File: config.mk
export PLATFORM = sky130hd
export DESIGN_NAME = duty_cycle_meter
export DESIGN_NICKNAME = d
export VERILOG_FILES = /design/src/rtl/duty_cycle_meter.sv
export SDC_FILE = /design/constraint.sdc
export NUM_CORES = 1
export LEC_CHECK = 0
export CAP_MARGIN = 20
export CORE_MARGIN = 4
export CORE_UTILIZATION = 55
export CTS_BUF_LIST = sky130_fd_sc_hd__clkbuf_4 sky130_fd_sc_hd__clkbuf_8 sky130_fd_sc_hd__clkbuf_16
export CTS_CLUSTER_DIAMETER = 150
export DETAILED_ROUTE_END_ITERATION = 10
export HOLD_SLACK_MARGIN = 0.03
export PLACE_DENSITY_LB_ADDON = 0.2
export RECOVER_POWER = 50
export SKIP_CTS_REPAIR_TIMING = 1
export SLEW_MARGIN = 20
export SYNTH_ARGS = -nofsm -noshare
export SYNTH_HDL_FRONTEND = slang
export SYNTH_SLANG_ARGS = --single-unit
File: constraint.sdc
create_clock -name clockin -period 1.6 [get_ports clockin]
set_input_delay 0.16 -clock clockin [delete_from_list [all_inputs] [get_ports clockin]]
set_output_delay 0.16 -clock clockin [all_outputs]
set_load 0.02 [all_outputs]
File: src/rtl/duty_cycle_meter.sv
// duty_cycle_meter: receive-side monitor for divided clocks.
// Measures the period and high time of sig_in in clockin cycles, flags a
// match against the expected ratio, and flags a timeout if sig_in stops
// toggling. sig_in is asynchronous and passes through a 2-flop synchroniser
// plus one history flop for edge detection.
module duty_cycle_meter #(
   parameter int CNT_W      = 8,
   parameter int TIMEOUT    = 64,
   parameter int EXP_PERIOD = 5,
   parameter int EXP_HIGH   = 2
) (
   input  logic             clockin,
   input  logic             reset,
   input  logic             sig_in,
   output logic [CNT_W-1:0] period,
   output logic [CNT_W-1:0] high_time,
   output logic             valid,
   output logic             match,
   output logic             timeout
);

   typedef enum logic [1:0] {
      ST_IDLE = 2'd0,
      ST_HIGH = 2'd1,
      ST_LOW  = 2'd2
   } state_t;

   localparam logic [CNT_W-1:0] TIMEOUT_C    = CNT_W'(TIMEOUT);
   localparam logic [CNT_W-1:0] TIMEOUT_M1_C = CNT_W'(TIMEOUT - 1);
   localparam logic [CNT_W-1:0] EXP_PER_C    = CNT_W'(EXP_PERIOD);
   localparam logic [CNT_W-1:0] EXP_HIGH_C   = CNT_W'(EXP_HIGH);
   localparam logic [CNT_W-1:0] CNT_MAX_C    = {CNT_W{1'b1}};
   localparam logic [CNT_W-1:0] ONE_C        = {{(CNT_W-1){1'b0}}, 1'b1};

   logic             s1_r;
   logic             s2_r;
   logic             s3_r;
   logic             rise_s;
   logic             fall_s;
   logic             timeout_hit_s;
   logic [CNT_W-1:0] cnt_r;
   logic [CNT_W-1:0] idle_r;
   logic [CNT_W-1:0] h_lat_r;
   state_t           state_r;

   // Synchronise sig_in and keep one extra stage of history for edge detection
   always_ff @(posedge clockin) begin
      if (reset) begin
         s1_r <= 1'b0;
         s2_r <= 1'b0;
         s3_r <= 1'b0;
      end else begin
         s1_r <= sig_in;
         s2_r <= s1_r;
         s3_r <= s2_r;
      end
   end

   // Edge detect on the synchronised signal and spot the last edgeless cycle before timeout
   always_comb begin
      rise_s        = s2_r & ~s3_r;
      fall_s        = ~s2_r & s3_r;
      timeout_hit_s = 1'b0;
      if (!rise_s && !fall_s && (idle_r == TIMEOUT_M1_C)) begin
         timeout_hit_s = 1'b1;
      end else begin
         timeout_hit_s = 1'b0;
      end
   end

   // Cycles since last rise (saturating as a guard) and cycles since any edge (saturating at TIMEOUT)
   always_ff @(posedge clockin) begin
      if (reset) begin
         cnt_r  <= {CNT_W{1'b0}};
         idle_r <= {CNT_W{1'b0}};
      end else begin
         if (rise_s) begin
            cnt_r <= ONE_C;
         end else if (cnt_r != CNT_MAX_C) begin
            cnt_r <= cnt_r + ONE_C;
         end else begin
            cnt_r <= cnt_r;
         end
         if (rise_s || fall_s) begin
            idle_r <= {CNT_W{1'b0}};
         end else if (idle_r != TIMEOUT_C) begin
            idle_r <= idle_r + ONE_C;
         end else begin
            idle_r <= idle_r;
         end
      end
   end

   // Measurement FSM: arm on a rise, latch high time on fall, publish on the next rise
   always_ff @(posedge clockin) begin
      if (reset) begin
         state_r   <= ST_IDLE;
         h_lat_r   <= {CNT_W{1'b0}};
         period    <= {CNT_W{1'b0}};
         high_time <= {CNT_W{1'b0}};
         valid     <= 1'b0;
         match     <= 1'b0;
         timeout   <= 1'b0;
      end else begin
         valid <= 1'b0;
         case (state_r)
            ST_IDLE: begin
               if (rise_s) begin
                  state_r <= ST_HIGH;
                  timeout <= 1'b0;
               end
            end
            ST_HIGH: begin
               if (fall_s) begin
                  state_r <= ST_LOW;
                  h_lat_r <= cnt_r;
               end else if (timeout_hit_s) begin
                  state_r <= ST_IDLE;
                  timeout <= 1'b1;
               end
            end
            ST_LOW: begin
               if (rise_s) begin
                  state_r   <= ST_HIGH;
                  period    <= cnt_r;
                  high_time <= h_lat_r;
                  valid     <= 1'b1;
                  match     <= (cnt_r == EXP_PER_C) && (h_lat_r == EXP_HIGH_C);
                  timeout   <= 1'b0;
               end else if (timeout_hit_s) begin
                  state_r <= ST_IDLE;
                  timeout <= 1'b1;
               end
            end
            default: begin
               state_r <= ST_IDLE;
            end
         endcase
      end
   end

endmodule

# == After elaboration in Yosys (flattened, before gate mapping) ==
# Cells that the tools add are included.
# word_totals
ff_bits,48
in_bits,3
output_inout_bits,19
wordCells,58
# classes
addsub,2
n_eq_ne,9
n_mux,14
bitwise_logic,5
reduce_logical,15
# op_table
cell,count
"8-bit by 1-bit adder with 8-bit output, second input constant",2
"8-bit by 2-bit == test with 1-bit output, second input constant",1
"8-bit by 3-bit == test with 1-bit output, second input constant",1
"8-bit by 6-bit == test with 1-bit output, second input constant",1
1-bit two-way mux,8
2-bit two-way mux,4
"8-bit by 7-bit inequality test with 1-bit output, second input constant",1
"8-bit inequality test, second input constant",1
2-bit one-hot mux with 3 select lines,1
2-bit OR reduction,3
"2-bit inequality test, second input constant",2
2-bit AND reduction,2
1-bit logical AND,3
1-bit inverter,3
1-bit one-hot mux with 3 select lines,1
3-bit AND reduction,1
3-bit nonzero test,1
1-bit AND,2
"2-bit by 1-bit == test with 1-bit output, second input constant",1
"2-bit == test, second input constant",1
1-bit logical NOT,2
2-bit logical NOT,1
2-bit nonzero test,1
1-bit logical OR,1

# == Logic depth before layout (Yosys ltp) ==
# Gate-level depths: netlist of run 1.
# logic_depth
depth_word,9
depth_mapped,7
depth_no_buf,6

# == Least setup slack after synthesis of run 1 ==
# OpenSTA, ideal clock, no wires.
# synth_path
kind,reg2reg
startpoint,register state_r[0]
endpoint,register state_r[1]
setup_time_ns,0.091
arrival_time_ns,1.383
required_ns,1.509
setup_slack_ns,0.126
path_stages_with_launch,7
path_buffers,0
period_less_slack_ns,1.474
path_cell_list,dfxtp_1 inv_1 ha_1 or3b_1 a21oi_1 a31oi_1 a311oi_1
# synth_between
elab_chain_cells,2
word_cells_on_any_way,5
classes_between,eq/ne: 3; mux: 1; reduce/logical: 1
# synth_lines
element,line_no,text
"start, declared",44,state_t state_r;
"start signal, assigned",97,state_r <= ST_IDLE;
"start signal, assigned",109,state_r <= ST_HIGH;
"start signal, assigned",115,state_r <= ST_LOW;
2-bit == test (tied with other cells),106,case (state_r)
2-bit one-hot mux with 3 select lines or 2-bit inequality test (tied branches),-,
# Parallel ways exist; a longest one is shown, timed or not.
# A chain may end at the register's enable or synchronous reset.

# == Worst setup path in the final report of run 1 ==
# layout_path
startpoint,register state_r[1]
endpoint,register state_r[1]
# layout_between
elab_chain_cells,3
word_cells_on_any_way,8
classes_between,eq/ne: 3; mux: 4; reduce/logical: 1
# layout_lines
element,line_no
2-bit two-way mux,-
2-bit two-way mux (on tied branches),-
2-bit one-hot mux with 3 select lines,106
# Parallel ways exist; a longest one is shown, timed or not.

==> flow_metrics.tcl, run 1 <==
set metrics [dict create \
    die_h_um 69.2 \
    cap_violations 0 \
    path_clk_slew_ns 0.08 \
    n_fill_cell 283 \
    final_cells 322 \
    critPathMaxFanout 9 \
    die_area_um2 4790 \
    avgRoutedWirePerCell_um 13.1 \
    firstDrtPassIters 4 \
    first_iter_violations 132 \
    finalCritPeriodShare_pct 92.7 \
    irDropWorstVdd_uv 629 \
    yosysUniqueCellTypes 36 \
    io_pins 22 \
    yosys_warnings 0 \
    clk-insertion-delay-late_ns 0.30 \
    worstSetupEndpointType "flop" \
    status "finished, final reports clean" \
    core_um2 3470 \
    routed_wl_um 4200 \
    root_buffer "clkbuf_8" \
    hold_ws_ns 0.412 \
    grt_max_degree 21 \
    yosysMostFrequentCell "nand2_1" \
    required_ns 1.81 \
    grt-ovfl-total 0 \
    fin_skew_ns 0.00563 \
    place_ws_ns 0.0117 \
    diodes 0 \
    synth_seq_cells 48 \
    power_switching_mw 0.484 \
    final_hold_viol_count 0 \
    p_per_area_nw_per_um2 859 \
    grt_pass1_vias 1526 \
    synthXorXnorAreaFrac_pct 4.26 \
    start_util_pct 59.3 \
    dp.cells 313 \
    via_per_inst 5.41 \
    final_nets 288 \
    synth_top_family_by_area "simple AND/OR/NAND/NOR gates" \
    muxShareOfSynthArea_pct 0.973 \
    yosys.area_share.adder_pct 6.08 \
    ys.flop_type "dfxtp_1" \
    avgSynthCellArea_um2 8.33 \
    rows 21 \
    gp_congestion 0.833 \
    min_period_ns 1.48 \
    synth_commonest_cells "57 x nand2_1, 48 x dfxtp_1, 28 x a21oi_1" \
    p_clk_share_pct 35.9 \
    start_kind "flop" \
    grt_pass1_wl_um 6910 \
    crit_arrival_ns 1.69 \
    async_reset_ff_share_pct 0 \
    syn2layout_area_growth_pct 21.0 \
    vias 1742 \
    slew_headroom_pct 71.3 \
    synth_top_area_share_pct 46.7 \
    worst_slew_pin_slew_ns 0.431 \
    rsz0062_at_grt "no" \
    timing.final.ws_setup_ns 0.117 \
    fmax_mhz 674 \
    netSwitchingFraction_pct 22.6 \
    p_int_mw 1.65 \
    synth_compound_area_share_pct 12.0 \
    pwr-share-comb_pct 6.5 \
    power_frac_seq_pct 57.6 \
    grt.total_usage_pct 17.3 \
    synth_fp_nets 260 \
    criticalPathCategory "flop to flop" \
    clockBufferDepth 2 \
    drive_gt1_share_pct 10.1 \
    die_w_um 69.2 \
    slew_violations 0 \
    ys_seq_area_share_pct 46.7 \
    numCtsBuffers 5 \
    htreeDepth 2 \
    synth_edf_count 0 \
    hpwl_um 3010 \
    finalPower_mw 2.14 \
    netlist_area_um2 2060 \
    antenna_left 0 \
    io_buffer_count 21 \
    grt_antenna_before_repair 0 \
    synth-simple-area-share_pct 25.5 \
    hold_class "primary input to flop" \
    drc_errors 0 \
    yosys.area.top_type "dfxtp_1" \
    synthTopCellsByArea "dfxtp_1 47%, nand2_1 10%, a21oi_1 6.8%" \
    setup_viol 0 \
    cts.sinks 48 \
    leakage_nw 0.898 \
    cts_tree "yes" \
    synthCells 247 \
]
[power by group through the flow]
stage          combinational (mW)  sequential (mW)  clock (mW)
5_1_grt                     0.157             1.24       0.815
2_1_floorplan              0.0883             1.26           0
6_report                    0.139             1.23       0.768
3_5_place_dp                0.137             1.26           0
3_3_place_gp                0.134             1.26           0
4_1_cts                     0.138             1.23       0.777
[final cells by class]
cell class / instances / area, um^2 / area share [%]
clock buffer: 8 / 97.6 / 3.92
inverter: 10 / 37.5 / 1.51
multi-input combinational: 176 / 1020 / 41.0
sequential: 48 / 966 / 38.8
tap: 46 / 57.6 / 2.31
timing repair buffer: 34 / 310 / 12.5
[sequential cells by signal (all words and copies together), names as in the netlist]
| register | flops |
|---|---|
| valid | 1 |
| s1_r | 1 |
| timeout | 1 |
| s2_r | 1 |
| match | 1 |
| h_lat_r | 8 |
| high_time | 8 |
| state_r | 2 |
| s3_r | 1 |
| cnt_r | 8 |
| period | 8 |
| idle_r | 8 |
[cells by family (layout without fill, tap and decap cells)]
group | Yosys count | after routing
compound gates | 43 | 43
xor+xnor | 10 | 10
fa+ha+maj | 10 | 10
buf+inv | 23 | 52
flops | 48 | 48
mux | 2 | 2
simple gates | 111 | 111
[path summary, 6_finish.rpt]
| path | startpoint | to | slack [ns] | depth (start not counted) |
|---|---|---|---|---|
| setup / recovery | state_r[1]$_SDFFE_PP0P_ | state_r[1]$_SDFFE_PP0P_ | 0.12 | 5 |
| hold / removal | sig_in | s1_r$_SDFF_PP0_ | 0.41 | 2 |
| setup reg to reg | state_r[1]$_SDFFE_PP0P_ | state_r[1]$_SDFFE_PP0P_ | 0.12 | 5 |
| hold reg to reg | s1_r$_SDFF_PP0_ | s2_r$_SDFF_PP0_ | 0.45 | 1 |
[layer usage]
metal,wire [um],GRT usage [%]
met4,95,7.81
met3,184,3.77
met2,2010,27.5
met5,0,0
met1,1920,22.3
[metrics by stage]
step / setup TNS [ns] / area [um^2] / utilization (%)
floorplan: 0 / 2060 / -
global placement: 0 / 2370 / 68.4
detailed placement: 0 / 2370 / 68.4
finish: 0 / 2490 / 71.8
global route: 0 / 2490 / 71.8
CTS: -0.00933 / 2470 / 71.2
[cell usage in the layout (no fill, tap or decap), drive strengths merged, types with 4 or more instances in the layout]
| cell type | instances |
|---|---|
| clkdlybuf4s50 | 11 |
| xor2 | 7 |
| ha | 10 |
| dfxtp | 48 |
| a21oi | 28 |
| buf | 10 |
| nand2 | 57 |
| dlygate4sd3 | 10 |
| nor2b | 4 |
| nand3 | 8 |
| inv | 10 |
| nor2 | 19 |
| clkbuf | 11 |
| o21ai | 4 |
[worst max-delay path, cell delays in order, from the launching register on]
cell,delay [ns]
dfxtp_4,0.36
inv_1,0.08
ha_1,0.24
and2_1,0.38
nor2_1,0.09
a311oi_1,0.24
Note: power is estimated with default switching activity, not from simulation.
==> inputs of run 2 (changes only) <==
Settings changed: CORE_MARGIN 4 to not set, PLACE_DENSITY set to 0.78, PLACE_DENSITY_LB_ADDON 0.2 to not set.
Clock period 1.6 ns to 1.5 ns, I/O delays scaled along.
==> run 2 against run 1 <==
  * Critical path depth is 1 higher
  * Via count is 2.9% higher
  * Clock-buffer cell count is 2 lower
  * Largest power group unchanged
  * Flip-flop and latch count stayed put
  * Combinational power is 37% higher
  * Sequential power is 7% higher
  * Utilization is 2.7 points higher
  * Maximum frequency is 1.9% higher
==> flow_metrics.tcl, run 2 (synthesis gave the netlist of run 1 again) <==
set metrics [dict create \
    timing.rr.start "state_r[0]$_SDFFE_PP0P_" \
    routed_wl_um 4290 \
    clockBufferDepth 2 \
    whs_endpoint "s1_r$_SDFF_PP0_" \
    numCtsBuffers 5 \
    start_util_pct 59.3 \
    antenna_left 0 \
    hold_start "sig_in" \
    final_cells 330 \
    r2r_slack_ns 0.04 \
    rr_worst_depth 6 \
    rows 21 \
    die_w_um 63.2 \
    grt.total_usage_pct 23.2 \
    cts.sinks 48 \
    slew_headroom_pct 60.2 \
    criticalPathCategory "flop to flop" \
    grt_pass1_vias 1649 \
    grt_max_degree 31 \
    dr_wl_met2_um 2160 \
    die_area_um2 3990 \
    grt-ovfl-total 0 \
    setup_viol 0 \
    status "finished, final reports clean" \
    die_h_um 63.2 \
    drc_errors 0 \
    crit_arrival_ns 1.66 \
    p_per_area_nw_per_um2 887 \
    diodes 0 \
    path_clk_slew_ns 0.08 \
    finalCritPeriodShare_pct 97.0 \
    root_buffer "clkbuf_8" \
    cap_violations 0 \
    io_pins 22 \
    design_area_um2 2580 \
    avgRoutedWirePerCell_um 13.0 \
    via_per_inst 5.43 \
    cpPeakStageDelay_ns 0.37 \
    vias 1793 \
    mostFrequentLayoutCells "56 x nand2_1, 43 x dfxtp_1, 25 x a21oi_1" \
    syn2layout_area_growth_pct 25.5 \
    io_buffer_count 21 \
    timing.final.ws_setup_ns 0.0443 \
    irDropWorstVdd_uv 631 \
    fin_skew_ns 0.0103 \
    slew_violations 0 \
    fmax_mhz 687 \
    firstDrtPassIters 4 \
    gp_congestion 0.909 \
    cts_tree "yes" \
    dp.cells 319 \
    leakage_nw 0.919 \
    required_ns 1.70 \
    rsz0062_at_grt "yes" \
    timing.rr.end "state_r[1]$_SDFFE_PP0P_" \
    clk-insertion-delay-late_ns 0.30 \
    first_iter_violations 125 \
    hpwl_um 3010 \
    final_nets 296 \
    worst_slew_pin_slew_ns 0.596 \
    start_kind "flop" \
    critPathMaxFanout 4 \
    layout_commonest_cell "nand2_1" \
    worstSetupEndpointType "flop" \
    placed_cell_area_um2 2420 \
    grt_pass1_wl_um 7250 \
    place_ws_ns -0.0687 \
    met3_length_um 182 \
    dr.max_layer_used "met4" \
    grt_antenna_before_repair 0 \
    met1_length_um 1880 \
    drive_gt1_share_pct 16.9 \
    min_period_ns 1.46 \
    hold_class "primary input to flop" \
    core_um2 3470 \
    fin_setup_tns_ns 0 \
    htreeDepth 2 \
    crit_chain "inv_2, ha_1, or3b_1, a21oi_2, a31oi_1, a311oi_1" \
    critPathSlowestCell "or3b_1" \
    final_hold_viol_count 0 \
    hold_path_depth 2 \
]
-- run 2: changes by cell type in the layout (fill, tap and decap cells not counted), sizes merged --
| cell | delta |
|---|---|
| dlygate4sd3 | -6 |
| clkdlybuf4s50 | +6 |
| clkinv | +2 |
| buf | +6 |
-- run 2: cell type report --
| cell class | instances | area, um^2 |
|---|---|---|
| clock buffers | 6 | 82.6 |
| clock inverters | 2 | 10.0 |
| fillers | 271 | 885 |
| flip-flops and latches | 48 | 972 |
| repair buffers | 42 | 355 |
| inverters | 10 | 37.5 |
| well taps | 46 | 57.6 |
| multi-input cells | 176 | 1070 |
-- run 2: power breakdown --
group          leakage, nW  internal [mW]  switching, mW
clock network       0.0510          0.368          0.420
registers            0.391           1.29         0.0189
logic                0.477         0.0857          0.104
total                0.919           1.75          0.543
-- run 2: stage by stage --
step | util, % | hold WS (ns) | power (mW)
floorplan | - | 0.234 | 1.44
global placement | 69.7 | 0.420 | 1.50
detailed placement | 69.7 | 0.429 | 1.50
CTS | 72.4 | 0.405 | 2.27
global route | 74.5 | 0.414 | 2.39
finish | 74.5 | 0.403 | 2.29
-- run 2: per-layer routing --
layer  global-route usage (%)  vias to the layer above
li1                         -                      899
met3                     4.35                        5
met5                        0                        -
met2                     40.5                       48
met4                     8.52                        0
met1                     28.2                      841
-- run 2: critical path, delay by kind of cell, from the launching register on --
| kind | cells | cell delay (ns) |
|---|---|---|
| simple gates | 1 | 0.37 |
| flops | 1 | 0.34 |
| compound gates | 3 | 0.38 |
| buf+inv | 1 | 0.10 |
| fa+ha+maj | 1 | 0.18 |
-- run 2: how the worst max path moves through the flow --
| stage | from | to | depth (start not counted) |
|---|---|---|---|
| after floorplan | state_r[0]$_SDFFE_PP0P_ | state_r[1]$_SDFFE_PP0P_ | 6 |
| after global placement | state_r[0]$_SDFFE_PP0P_ | state_r[1]$_SDFFE_PP0P_ | 6 |
| after detailed placement | state_r[0]$_SDFFE_PP0P_ | state_r[1]$_SDFFE_PP0P_ | 6 |
| after CTS | state_r[0]$_SDFFE_PP0P_ | state_r[1]$_SDFFE_PP0P_ | 6 |
| after global routing | state_r[0]$_SDFFE_PP0P_ | state_r[1]$_SDFFE_PP0P_ | 6 |
| final | state_r[0]$_SDFFE_PP0P_ | state_r[1]$_SDFFE_PP0P_ | 6 |
==> inputs of run 3 (changes only) <==
Settings changed: CORE_UTILIZATION 55 to 53, CTS_CLUSTER_DIAMETER 150 to 100, PLACE_DENSITY 0.78 to 0.75.
==> run 3 against run 2 <==
  * Combinational power is 6% lower
  * Global-route usage is 1.1 points higher
  * Hold slack worse by 0.0049 ns
  * Cell count is 1.5% higher
  * Sequential share of layout area is 0.14 points lower
  * Largest power group unchanged
  * Total power is 1.9% lower
  * Die area is 3.6% higher
  * Wire length is 2.6% higher
  * Critical endpoint unchanged
  * Clock power is 3.9% lower
==> flow_metrics.tcl, run 3 (synthesis gave the netlist of run 1 again) <==
set metrics [dict create \
    path_clk_slew_ns 0.09 \
    status "finished, final reports clean" \
    grt.total_usage_pct 24.3 \
    met2_usage_pct 39.1 \
    required_ns 1.72 \
    placed_cell_area_um2 2440 \
    p_int_mw 1.70 \
    diodes 0 \
    p_per_area_nw_per_um2 875 \
    cts.sinks 48 \
    die_area_um2 4140 \
    cap_violations 0 \
    finalPower_mw 2.25 \
    timing.rr.start "state_r[0]$_SDFFE_PP0P_" \
    irDropWorstVdd_uv 698 \
    grt-ovfl-total 0 \
    min_period_ns 1.45 \
    worst_slew_pin_slew_ns 0.428 \
    root_buffer "clkbuf_8" \
    start_kind "flop" \
    first_iter_violations 108 \
    grt_max_degree 21 \
    start_util_pct 55.8 \
    io_buffer_count 21 \
    fin_util_pct 69.7 \
    routed_wl_um 4400 \
    grt_pass1_vias 1692 \
    timing.rr.end "state_r[1]$_SDFFE_PP0P_" \
    power_switching_mw 0.549 \
    grt_pass1_wl_um 7640 \
    critPathMaxFanout 3 \
    fin_skew_ns 0.00978 \
    cts_tree "yes" \
    final_nets 299 \
    layout_commonest_cell "nand2_1" \
    fin_setup_tns_ns 0 \
    n_fill_cell 307 \
    slew_headroom_pct 71.0 \
    power_frac_seq_pct 58.4 \
    htreeDepth 2 \
    slew_violations 0 \
    avgRoutedWirePerCell_um 13.1 \
    p_clk_share_pct 33.7 \
    hold_start "sig_in" \
    syn2layout_area_growth_pct 24.9 \
    clk-insertion-delay-late_ns 0.31 \
    firstDrtPassIters 4 \
    clockBufferDepth 2 \
    dp.cells 326 \
    die_h_um 64.3 \
    hold_class "primary input to flop" \
    numCtsBuffers 5 \
    setup_viol 0 \
    gp_congestion 0.840 \
    worstSetupEndpointType "flop" \
    criticalPathCategory "flop to flop" \
    whs_endpoint "s1_r$_SDFF_PP0_" \
    timing.final.ws_setup_ns 0.0495 \
    rr_worst_depth 6 \
    vias 1774 \
    hold_ws_ns 0.398 \
    via_per_inst 5.30 \
    final_cells 335 \
    drc_errors 0 \
    fmax_mhz 689 \
    mostFrequentLayoutCells "57 x nand2_1, 46 x dfxtp_1, 26 x a21oi_1" \
    rows 22 \
    netSwitchingFraction_pct 24.4 \
    grt_util_met1_pct 31.4 \
    drive_gt1_share_pct 14.6 \
    final_hold_viol_count 0 \
    hold_path_depth 2 \
    hpwl_um 3200 \
    core_um2 3690 \
    die_w_um 64.3 \
    place_ws_ns -0.0321 \
    antenna_left 0 \
    design_area_um2 2570 \
    grt_antenna_before_repair 0 \
    io_pins 22 \
    crit_arrival_ns 1.67 \
    pwr-share-comb_pct 7.9 \
    rsz0062_at_grt "yes" \
    use_met3_pct 3.93 \
    busiest_layer "met2" \
    leakage_nw 0.924 \
    finalCritPeriodShare_pct 96.7 \
    r2r_slack_ns 0.05 \
]
run 3: worst max path at each step:
stage,start,endpoint,slack (ns),cells past startpoint
finish,state_r[0]$_SDFFE_PP0P_,state_r[1]$_SDFFE_PP0P_,0.05,6
CTS,state_r[0]$_SDFFE_PP0P_,state_r[1]$_SDFFE_PP0P_,-0.05,6
floorplan,state_r[0]$_SDFFE_PP0P_,state_r[1]$_SDFFE_PP0P_,0.03,6
global route,s2_r$_SDFF_PP0_,timeout$_SDFFE_PP0P_,-0.06,5
global placement,state_r[1]$_SDFFE_PP0P_,state_r[1]$_SDFFE_PP0P_,0.01,6
detailed placement,state_r[1]$_SDFFE_PP0P_,state_r[1]$_SDFFE_PP0P_,-0.03,6
run 3: power by group through the flow:
stage	logic [mW]	clock network (mW)	registers, mW
finish	0.178	0.757	1.31
global route	0.199	0.824	1.32
CTS	0.166	0.783	1.31
detailed placement	0.164	0	1.34
global placement	0.160	0	1.34
floorplan	0.0942	0	1.34
run 3: per-layer routing:
| layer | routed length [um] | vias up |
|---|---|---|
| met5 | 0 | - |
| met4 | 88 | 0 |
| met3 | 121 | 8 |
| met2 | 2120 | 34 |
| met1 | 2070 | 827 |
| li1 | - | 905 |
run 3: critical path, stage by stage (launching register included):
cell      delay [ns]
dfxtp_2         0.35
inv_1           0.08
ha_2            0.21
or3b_4          0.37
a21oi_2         0.12
a31oi_1         0.05
a311oi_1        0.19
run 3: layout make-up:
class | instances | area, um^2 | area share (%)
multi-input combinational | 176 | 1030 | 40.0
sequential | 48 | 963 | 37.5
timing repair buffer | 45 | 394 | 15.3
clock buffer | 5 | 68.8 | 2.68
tap | 48 | 60.1 | 2.34
inverter | 10 | 37.5 | 1.46
clock inverter | 3 | 18.8 | 0.730
